[src/rtl/scope_pkg.sv]
// Shared types for the scope capture path: FSM states, channel-select encodings
// and the sample selector used by the capture scheduler.
package scope_pkg;

  localparam int SAMPLE_W = 8;

  typedef enum logic [1:0] {
    ST_IDLE,
    ST_ARMED,
    ST_CAPTURE,
    ST_DONE
  } state_e;

  localparam logic [1:0] CH_I     = 2'd0;
  localparam logic [1:0] CH_Q     = 2'd1;
  localparam logic [1:0] CH_MAG   = 2'd2;
  localparam logic [1:0] CH_I_ALT = 2'd3;

  // |I|+|Q| is formed at 10 bits so that |-128| = 128 survives before saturating to 127.
  function automatic logic signed [SAMPLE_W-1:0] select_sample(
    input logic [1:0]                 ch,
    input logic signed [SAMPLE_W-1:0] i_s,
    input logic signed [SAMPLE_W-1:0] q_s
  );
    logic [SAMPLE_W:0]   abs_i;
    logic [SAMPLE_W:0]   abs_q;
    logic [SAMPLE_W+1:0] mag;
    abs_i = i_s[SAMPLE_W-1] ? (~{1'b1, i_s}) + 9'd1 : {1'b0, i_s};
    abs_q = q_s[SAMPLE_W-1] ? (~{1'b1, q_s}) + 9'd1 : {1'b0, q_s};
    mag   = {1'b0, abs_i} + {1'b0, abs_q};
    case (ch)
      CH_Q:    return q_s;
      CH_MAG:  return (mag > 10'd127) ? 8'sd127 : $signed(mag[SAMPLE_W-1:0]);
      default: return i_s;
    endcase
  endfunction

endpackage

[src/rtl/vsync_edge_sync.sv]
// Brings the asynchronous VGA vsync into the clk domain and emits a one-cycle
// pulse on its falling edge.
module vsync_edge_sync (
  input  logic clk,
  input  logic rst_n,
  input  logic vsync_i,
  output logic fall_o
);

  // Stages 0/1 are the synchroniser, stage 2 holds the previous synchronised value.
  logic [2:0] sync_q;

  always_ff @(posedge clk) begin
    if (!rst_n) begin
      sync_q <= 3'b111;
    end else begin
      sync_q <= {sync_q[1:0], vsync_i};
    end
  end

  assign fall_o = sync_q[2] & ~sync_q[1];

endmodule

[src/rtl/capture_scheduler.sv]
// Decimates the IFFT I/Q stream, triggers on level/slope (or timeout), fills one
// bank of the ping-pong scope RAM and swaps banks on the next VGA frame edge.
module capture_scheduler
  import scope_pkg::*;
#(
  parameter  int DEPTH        = 64,
  parameter  int DECIM        = 31,
  parameter  int TRIG_TIMEOUT = 1024,
  localparam int AW           = (DEPTH > 1) ? $clog2(DEPTH) : 1
) (
  input  logic                       CLOCK_50,
  input  logic                       rst_n,
  input  logic                       run,
  input  logic                       single,
  input  logic [1:0]                 ch_sel,
  input  logic                       trig_en,
  input  logic signed [SAMPLE_W-1:0] trig_level,
  input  logic                       trig_slope,
  input  logic signed [SAMPLE_W-1:0] ifft_Iout,
  input  logic signed [SAMPLE_W-1:0] ifft_Qout,
  input  logic                       sample_valid,
  input  logic                       Vsyn,
  output logic                       wr_en,
  output logic                       wr_bank,
  output logic [AW-1:0]              wr_addr,
  output logic [SAMPLE_W-1:0]        wr_data,
  output logic                       rd_bank,
  output logic                       busy,
  output logic                       triggered,
  output logic                       frame_ready,
  output logic                       overrun
);

  localparam int DW = $clog2(DECIM + 1);
  localparam int TW = $clog2(TRIG_TIMEOUT + 1);

  state_e                      state_q, state_d;
  logic [DW-1:0]               decim_q, decim_d;
  logic [TW-1:0]               to_q, to_d;
  logic [AW-1:0]               cnt_q, cnt_d;
  logic signed [SAMPLE_W-1:0]  prev_q, prev_d;
  logic                        wr_en_q, wr_en_d;
  logic                        wr_bank_q, wr_bank_d;
  logic                        rd_bank_q, rd_bank_d;
  logic [AW-1:0]               wr_addr_q, wr_addr_d;
  logic signed [SAMPLE_W-1:0]  wr_data_q, wr_data_d;
  logic                        frame_ready_q, frame_ready_d;
  logic                        overrun_q, overrun_d;

  logic                        frame_edge;
  logic                        accept;
  logic                        trig;
  logic signed [SAMPLE_W-1:0]  sel;

  vsync_edge_sync u_vsync (
    .clk     (CLOCK_50),
    .rst_n   (rst_n),
    .vsync_i (Vsyn),
    .fall_o  (frame_edge)
  );

  assign sel    = select_sample(ch_sel, ifft_Iout, ifft_Qout);
  assign accept = sample_valid && (decim_q == '0) && (state_q != ST_IDLE);

  // NOTE: every signal written here gets a default first, so no path can leave it unassigned and infer a latch.
  always_comb begin
    state_d       = state_q;
    decim_d       = decim_q;
    to_d          = to_q;
    cnt_d         = cnt_q;
    prev_d        = prev_q;
    wr_en_d       = 1'b0;
    wr_bank_d     = wr_bank_q;
    rd_bank_d     = rd_bank_q;
    wr_addr_d     = wr_addr_q;
    wr_data_d     = wr_data_q;
    frame_ready_d = 1'b0;
    overrun_d     = overrun_q;
    trig          = 1'b0;

    if (state_q == ST_IDLE) begin
      decim_d = '0;
    end else if (sample_valid) begin
      decim_d = (decim_q == DW'(DECIM - 1)) ? '0 : decim_q + DW'(1);
    end

    case (state_q)
      ST_IDLE: begin
        if (single || run) begin
          state_d = ST_ARMED;
          to_d    = '0;
        end
      end
      ST_ARMED: begin
        if (accept) begin
          prev_d = sel;
          if (!trig_en || (to_q == TW'(TRIG_TIMEOUT - 1))) begin
            trig = 1'b1;
          end else if (!trig_slope) begin
            trig = (prev_q < trig_level) && (sel >= trig_level);
          end else begin
            trig = (prev_q > trig_level) && (sel <= trig_level);
          end
          to_d = to_q + TW'(1);
          if (trig) begin
            wr_en_d   = 1'b1;
            wr_addr_d = '0;
            wr_data_d = sel;
            cnt_d     = AW'(1);
            state_d   = (DEPTH == 1) ? ST_DONE : ST_CAPTURE;
          end
        end
      end
      ST_CAPTURE: begin
        if (accept) begin
          wr_en_d   = 1'b1;
          wr_addr_d = cnt_q;
          wr_data_d = sel;
          cnt_d     = cnt_q + AW'(1);
          if (cnt_q == AW'(DEPTH - 1)) begin
            state_d = ST_DONE;
          end
        end
      end
      ST_DONE: begin
        if (frame_edge) begin
          rd_bank_d     = wr_bank_q;
          wr_bank_d     = ~wr_bank_q;
          frame_ready_d = 1'b1;
          wr_addr_d     = '0;
          to_d          = '0;
          state_d       = run ? ST_ARMED : ST_IDLE;
        end
      end
      default: state_d = ST_IDLE;
    endcase

    // A frame edge outside DONE means the display re-shows a stale bank.
    if (frame_edge && (state_q != ST_DONE) && run) begin
      overrun_d = 1'b1;
    end
    if (single) begin
      overrun_d = 1'b0;
    end
  end

  // NOTE: sequential state uses non-blocking assignments so every register samples pre-edge values.
  always_ff @(posedge CLOCK_50) begin
    if (!rst_n) begin
      state_q       <= ST_IDLE;
      decim_q       <= '0;
      to_q          <= '0;
      cnt_q         <= '0;
      prev_q        <= '0;
      wr_en_q       <= 1'b0;
      wr_bank_q     <= 1'b0;
      rd_bank_q     <= 1'b1;
      wr_addr_q     <= '0;
      wr_data_q     <= '0;
      frame_ready_q <= 1'b0;
      overrun_q     <= 1'b0;
    end else begin
      state_q       <= state_d;
      decim_q       <= decim_d;
      to_q          <= to_d;
      cnt_q         <= cnt_d;
      prev_q        <= prev_d;
      wr_en_q       <= wr_en_d;
      wr_bank_q     <= wr_bank_d;
      rd_bank_q     <= rd_bank_d;
      wr_addr_q     <= wr_addr_d;
      wr_data_q     <= wr_data_d;
      frame_ready_q <= frame_ready_d;
      overrun_q     <= overrun_d;
    end
  end

  assign wr_en       = wr_en_q;
  assign wr_bank     = wr_bank_q;
  assign wr_addr     = wr_addr_q;
  assign wr_data     = wr_data_q;
  assign rd_bank     = rd_bank_q;
  assign frame_ready = frame_ready_q;
  assign overrun     = overrun_q;
  assign busy        = (state_q != ST_IDLE);
  assign triggered   = (state_q == ST_CAPTURE) || (state_q == ST_DONE);

endmodule

[config.mk]
export PLATFORM = sky130hd
export DESIGN_NAME = capture_scheduler
export DESIGN_NICKNAME = d
export VERILOG_FILES = /design/src/rtl/scope_pkg.sv /design/src/rtl/vsync_edge_sync.sv /design/src/rtl/capture_scheduler.sv
export SDC_FILE = /design/constraint.sdc
export NUM_CORES = 1
export LEC_CHECK = 0
export ABC_AREA = 0
export CELL_PAD_IN_SITES_DETAIL_PLACEMENT = 1
export CELL_PAD_IN_SITES_GLOBAL_PLACEMENT = 2
export CORE_UTILIZATION = 35
export DETAILED_ROUTE_END_ITERATION = 6
export PLACE_DENSITY_LB_ADDON = 0.08
export SYNTH_ARGS = -nofsm -noshare
export SYNTH_HDL_FRONTEND = slang
export SYNTH_SLANG_ARGS = --single-unit
[constraint.sdc]
create_clock -name CLOCK_50 -period 9.5 [get_ports CLOCK_50]
set_input_delay 1.9 -clock CLOCK_50 [delete_from_list [all_inputs] [get_ports CLOCK_50]]
set_output_delay 1.9 -clock CLOCK_50 [all_outputs]
set_load 0.01 [all_outputs]
==> flow_metrics.py <==
metrics = {
    "cts": {
        "clockBufferDepth": 2,
        "cts_resized": 0,
        "root_buffer": "clkbuf_8",
        "cts_sinks": 54,
        "cts_made_buffers": 5,
        "h-tree-depth": 2,
        "clk_latency_ns": 0.32,
        "ctsHoldBuffers": 0,
        "clkSlewWorstSetupHoldPaths_ns": 0.11,
        "cts_tree": "yes",
        "cts_setup_buffers": 0,
    },
    "synthesis": {
        "ys.flop_type": "dfxtp_1",
        "synth_edf_count": 0,
        "synth_top_cell_by_area": "dfxtp_1",
        "syn_area_um2": 3720,
        "ys_seq_area_share_pct": 29.0,
        "synth_area_leaders": "dfxtp_1 (29%), ha_1 (13%), nor2_1 (3.9%)",
        "synth_top_area_share_pct": 29.0,
        "ys_types": 68,
        "syn_avg_cell_area_um2": 8.39,
        "ys_warn_count": 0,
        "syn_inst": 444,
        "ys_seq_elements": 54,
        "synthArstFlopShare_pct": 0,
    },
    "global_routing": {
        "use_met1_pct": 27.2,
        "grt_pass1_wl_um": 17400,
        "grt_pass1_vias": 3394,
        "grt_busiest_layer": "met2",
        "gr-total-overflow": 0,
        "grt_util_all_layers_pct": 19.8,
        "grt_max_degree": 22,
        "grtUsageMet2_pct": 33.1,
        "antenna_found_initial": 0,
        "grt_use_met3_pct": 2.56,
    },
    "detailed_routing": {
        "antenna_left": 0,
        "firstDrtPassIters": 4,
        "avgRoutedWirePerCell_um": 16.7,
        "via_per_inst": 5.41,
        "drtIter0Drc": 74,
        "drc_errors": 0,
        "vias": 3396,
        "wl_um": 10500,
    },
    "die": {
        "io_pins": 55,
        "coreArea_um2": 10300,
        "num_rows": 37,
        "die_w_um": 105,
        "start_util_pct": 36.1,
        "dieArea_um2": 11100,
        "die_h_um": 105,
    },
    "power": {
        "leakage_nw": 1.84,
        "p_total_mw": 0.760,
        "ir_worst_vdd_mv": 0.109,
        "power_density_nw_per_um2": 169,
    },
    "sta": {
        "fin_crit_ns": 7.32,
        "setup_tns_ns": 0,
        "rsz0062_at_grt": "false",
        "slew-limit-headroom_pct": 22.2,
        "hold_violations": 0,
        "fin_crit_sh_pct": 77.1,
        "worst_pin_slew_ns": 1.15,
        "clock.fmax_ghz": 0.137,
        "skew_ns": 0.0128,
        "setup_viol": 0,
        "setup_ws_ns": 2.18,
        "maxSlewViolCount": 0,
    },
    "layout": {
        "num-fill-cells": 1264,
        "area_growth_syn_to_layout_pct": 20.8,
        "diodes": 0,
        "regArea_um2": 1080,
        "nNetsFinal": 565,
        "multi_input_area_um2": 2460,
        "fin_area_um2": 4500,
        "drive_above_1_share_pct": 4.88,
    },
    "hold_path": {
        "min_path_type": "reg -> reg",
    },
    "place": {
        "pre_cts_slack_ns": 1.91,
        "gp_congestion": 0.854,
        "placed_cell_area_um2": 4380,
        "port_buffers": 54,
        "dp_hpwl_um": 8310,
    },
    "setup_path": {
        "critPathArrivalTime_ns": 7.53,
        "cp-end-kind": "flip-flop",
        "path_class": "in -> reg",
        "required_ns": 9.71,
        "start_kind": "input pin",
        "crit_fanout": 13,
    },
    "status": {
        "status": "finished clean",
    },
    "run": {
        "cap_violations": 0,
    },
}
-- cells by family after synthesis --
family,after synthesis,share of synthesized area (%)
buf+inv,47,5.00
other cells,1,0.101
simple gates,151,21.4
xor+xnor,26,6.11
mux,12,3.26
flops,54,29.0
compound gates,113,21.4
fa+ha+maj,40,13.6
-- state kept, by name (all words and copies together), names as in the netlist --
name and count:
cnt_q 6, rd_bank 1, frame_ready 1, prev_q 8, wr_en 1, wr_data 8
u_vsync.sync_q 3, overrun 1, wr_bank 1, decim_q 5, to_q 11, wr_addr 6
state_q 2
-- metrics by stage --
step	hold slack (ns)	std cells	util [%]
final	0.434	628	43.6
after global routing	0.470	628	43.6
after CTS	0.440	628	43.6
after detailed placement	0.409	620	42.4
after global placement	0.407	620	42.4
after floorplan	0.386	445	-
-- power breakdown --
group / internal [mW] / switching, mW
Clock: 0.0869 / 0.0846
Combinational: 0.132 / 0.199
Sequential: 0.243 / 0.0154
Total: 0.462 / 0.299
-- critical path, cell delays in order --
cell	delay, ns
clkdlybuf4s50_1	0.52
inv_1	0.06
ha_1	0.29
nand2_1	0.06
o21ai_0	0.16
fa_1	0.54
a211oi_1	0.26
nor2_1	0.11
o41a_1	0.37
a21oi_1	0.48
a31oi_1	0.32
ha_1	0.38
nor2b_1	0.13
o211ai_1	0.09
a2111oi_1	0.47
o22ai_1	0.21
a211oi_4	0.36
o21a_1	0.43
nor2_1	0.13
o211a_1	0.25
-- placed cells by master, fill, tap and decap left out, types with 4 or more instances in the layout --
cell	instances
dfxtp_1	54
clkdlybuf4s50_1	54
nor2_1	39
ha_1	39
nand2_1	32
inv_1	31
a21oi_1	27
o21ai_0	24
nand3_1	16
xnor2_1	15
xor2_1	11
nand2b_1	11
mux2i_1	11
nand4_1	9
a31oi_1	6
or3_1	6
a22o_1	6
clkbuf_8	6
and3_1	5
nor4_1	5
a21o_1	4
o22ai_1	4
o31ai_1	4
nor2b_1	4
o211a_1	4
o311ai_0	4
-- final timing paths --
kind	from	end	slack [ns]	cells past startpoint
worst max-delay path	ifft_Iout[0]	wr_data[7]$_SDFFE_PN0P_	2.18	20
worst min-delay path	u_vsync.sync_q[0]$_SDFF_PN1_	u_vsync.sync_q[1]$_SDFF_PN1_	0.43	1
worst max register to register	state_q[1]$_SDFFE_PN0P_	to_q[10]$_SDFFE_PN0P_	6.50	8
worst min register to register	u_vsync.sync_q[0]$_SDFF_PN1_	u_vsync.sync_q[1]$_SDFF_PN1_	0.43	1
-- synth_stat cells, types with 2 or more instances --
cell and count:
a211oi_2 2, nor4_1 5, o41ai_1 3, o22ai_1 4, a21oi_1 27, clkbuf_1 12
ha_1 39, a211oi_1 3, a31oi_1 6, xor2_1 11, nand2_1 32, xnor2_1 15
nor2_1 39, nor4b_1 3, o311ai_0 4, o21a_1 2, nand4_1 9, nor3_1 3
and3_1 5, or4_1 2, nor3b_1 2, or3_1 6, o211ai_1 3, a21o_1 4
dfxtp_1 54, o21ai_0 24, a2bb2oi_1 2, inv_1 31, mux2i_1 11, o31ai_1 4
and2_1 3, buf_2 2, nand3_1 16, nor2b_1 4, a22o_1 6, o211a_1 4
nand2b_1 11
-- cell type report --
cell class | count | area share (%)
multi-input cells | 344 | 54.7
clock inverters | 2 | 0.862
well taps | 136 | 3.78
inverters | 31 | 2.59
flip-flops and latches | 54 | 24.0
repair buffers | 55 | 12.2
clock buffers | 6 | 1.84
-- layer usage --
layer | vias up | wire length, um
li1 | 1696 | -
met1 | 1651 | 5360
met2 | 42 | 4840
met3 | 7 | 235
met4 | 0 | 81
met5 | - | 0
Power figures use the tool's default switching activity.
==> RTL change: new RTL, config.mk and constraints unchanged <==
Set the parameter `TRIG_TIMEOUT` to 2048 (it was 1024).
--- a/src/rtl/capture_scheduler.sv
+++ b/src/rtl/capture_scheduler.sv
@@ -6,5 +6,5 @@
   parameter  int DEPTH        = 64,
   parameter  int DECIM        = 31,
-  parameter  int TRIG_TIMEOUT = 1024,
+  parameter  int TRIG_TIMEOUT = 2048,
   localparam int AW           = (DEPTH > 1) ? $clog2(DEPTH) : 1
 ) (
Check against the original RTL: no difference found for any inputs over 10 cycles, from zero or initial values and one cycle with rst_n low; that may be too few to reach the edited logic, so the function may still have changed.
==> RTL change against the unedited design <==
  * Synthesized area increased by 4.2%
  * Worst hold slack got worse by 0.013 ns
  * Cell area rose by 2.4%
  * Sequential cell count grew 1
  * Total power increased by 3.0%
  * Routed wire length grew 1.1%
  * Worst setup slack better by 0.36 ns
  * Fmax up 5.2%
  * Count of clock-buffer cells in the layout stayed put
  * Clock power shrank 22%
  * Largest power group unchanged
==> RTL change: results (changes against the unedited design) <==
Global route
  • Vias in the first global route: 3,573 (+5.3%)
  • M3 GR Usage: 0.0309 (+0.00529)
  • Met1 Track Usage GR: 0.264 (-0.00836)
  • Largest net degree at the start of global routing: 25 (+14%)
  • Gr usage total: 0.198 (-0.000630)
  • Grt met2 use: 0.333 (+0.00159)
  • First-pass GRT wire length: 17,800 um (+2.3%)

Route
  • Routed length on met1: 5320 um (-0.62%)
  • Metal2 WL: 4900 um (+1.3%)
  • Drt pass-1 iters: 6 (+2)
  • Via count: 3,467 (+2.1%)
  • DR iter-0 viols: 92 (+24%)
  • WL final: 10,600 um (+1.1%)
  • Routed wl met3: 290 um (+23%)
  • WL/cell: 16.2 um (-3.2%)

Placed design
  • Dpl hpwl: 8410 um (+1.2%)
  • Post-DP Area: 4520 sq um (+3.3%)
  • DP Worst Slack: 2.19 ns (+0.287 ns)
  • Routability Congestion: 0.784 (-8.1%)

Pwr
  • Share of power burned in registers: 0.334 (-0.006)
  • Leak Pwr: 1.82 nW (-0.71%)
  • VDD IR max: 102 uV (-6.2%)
  • Comb pwr: 0.387 mW (+17%)
  • Net Switching: 0.331 mW (+11%)
  • P_seq: 0.262 mW (+2%)

Critical path
  • Max stage delay cell, worst path: clkdlybuf4s50_1
  • Delay-heaviest family, CP: compound AO/OA/AOI/OAI gates
  • Largest stage delay, worst path: 0.57 ns (+0.03 ns)
  • CP Max Fanout: 15 (+2)

Clocking
  • CTS Buf Count: 5 (unchanged)

Logic synthesis
  • Synth cell types: 71 (+4.4%)
  • Area contributors post-synth: dfxtp_1, ha_1, nor2_1
  • Gate Count Post-Synth: 470 (+5.9%)
  • Register area share after synthesis: 0.284 (-0.00645)
  • FFs w/ async S/R, synth: 0 (unchanged)
  • Commonest cells post-synth: dfxtp_1, nor2_1, nand2_1

STA
  • Clock Skew: 0.0142 ns (+0.00131 ns)
  • Slew of the pin with the lowest slew margin: 0.846 ns (-0.308 ns)

Layout
  • Layout cell share with drive strength beyond 1: 0.0523 (+0.00355)
  • Max reg flops: 12 (+1)
  • FILL cells: 1,322 (+4.6%)
  • Layout net count: 589 (+4.2%)

Outcome
  • Status: complete, no violations
RTL change: cells by family after synthesis:
| kind of cell | share of synthesized area |
|---|---|
| and+or+nand+nor | 0.244 |
| other | 0.000967 |
| AOI/OAI and AO/OA | 0.182 |
| buffers and inverters | 0.0490 |
| xor gates and xnor gates | 0.0677 |
| DFF | 0.284 |
| muxes | 0.0416 |
| adders and majority gates | 0.131 |
RTL change: final timing paths:
path,depth (start not counted),startpoint,endpoint,slack (ns)
setup / recovery,22,ifft_Iout[0],cnt_q[5],2.54
hold / removal,1,u_vsync.sync_q[0],u_vsync.sync_q[1],0.42
setup reg to reg,9,prev_q[7],cnt_q[0],6.56
hold reg to reg,1,u_vsync.sync_q[0],u_vsync.sync_q[1],0.42
RTL change: layout make-up:
class	instances	area [sq um]	area share
multi-input combinational	370	2590	0.563
sequential	55	1100	0.239
timing repair buffer	55	548	0.119
tap	140	175	0.0380
inverter	28	105	0.0228
clock buffer	6	72.6	0.0158
clock inverter	2	12.5	0.00272
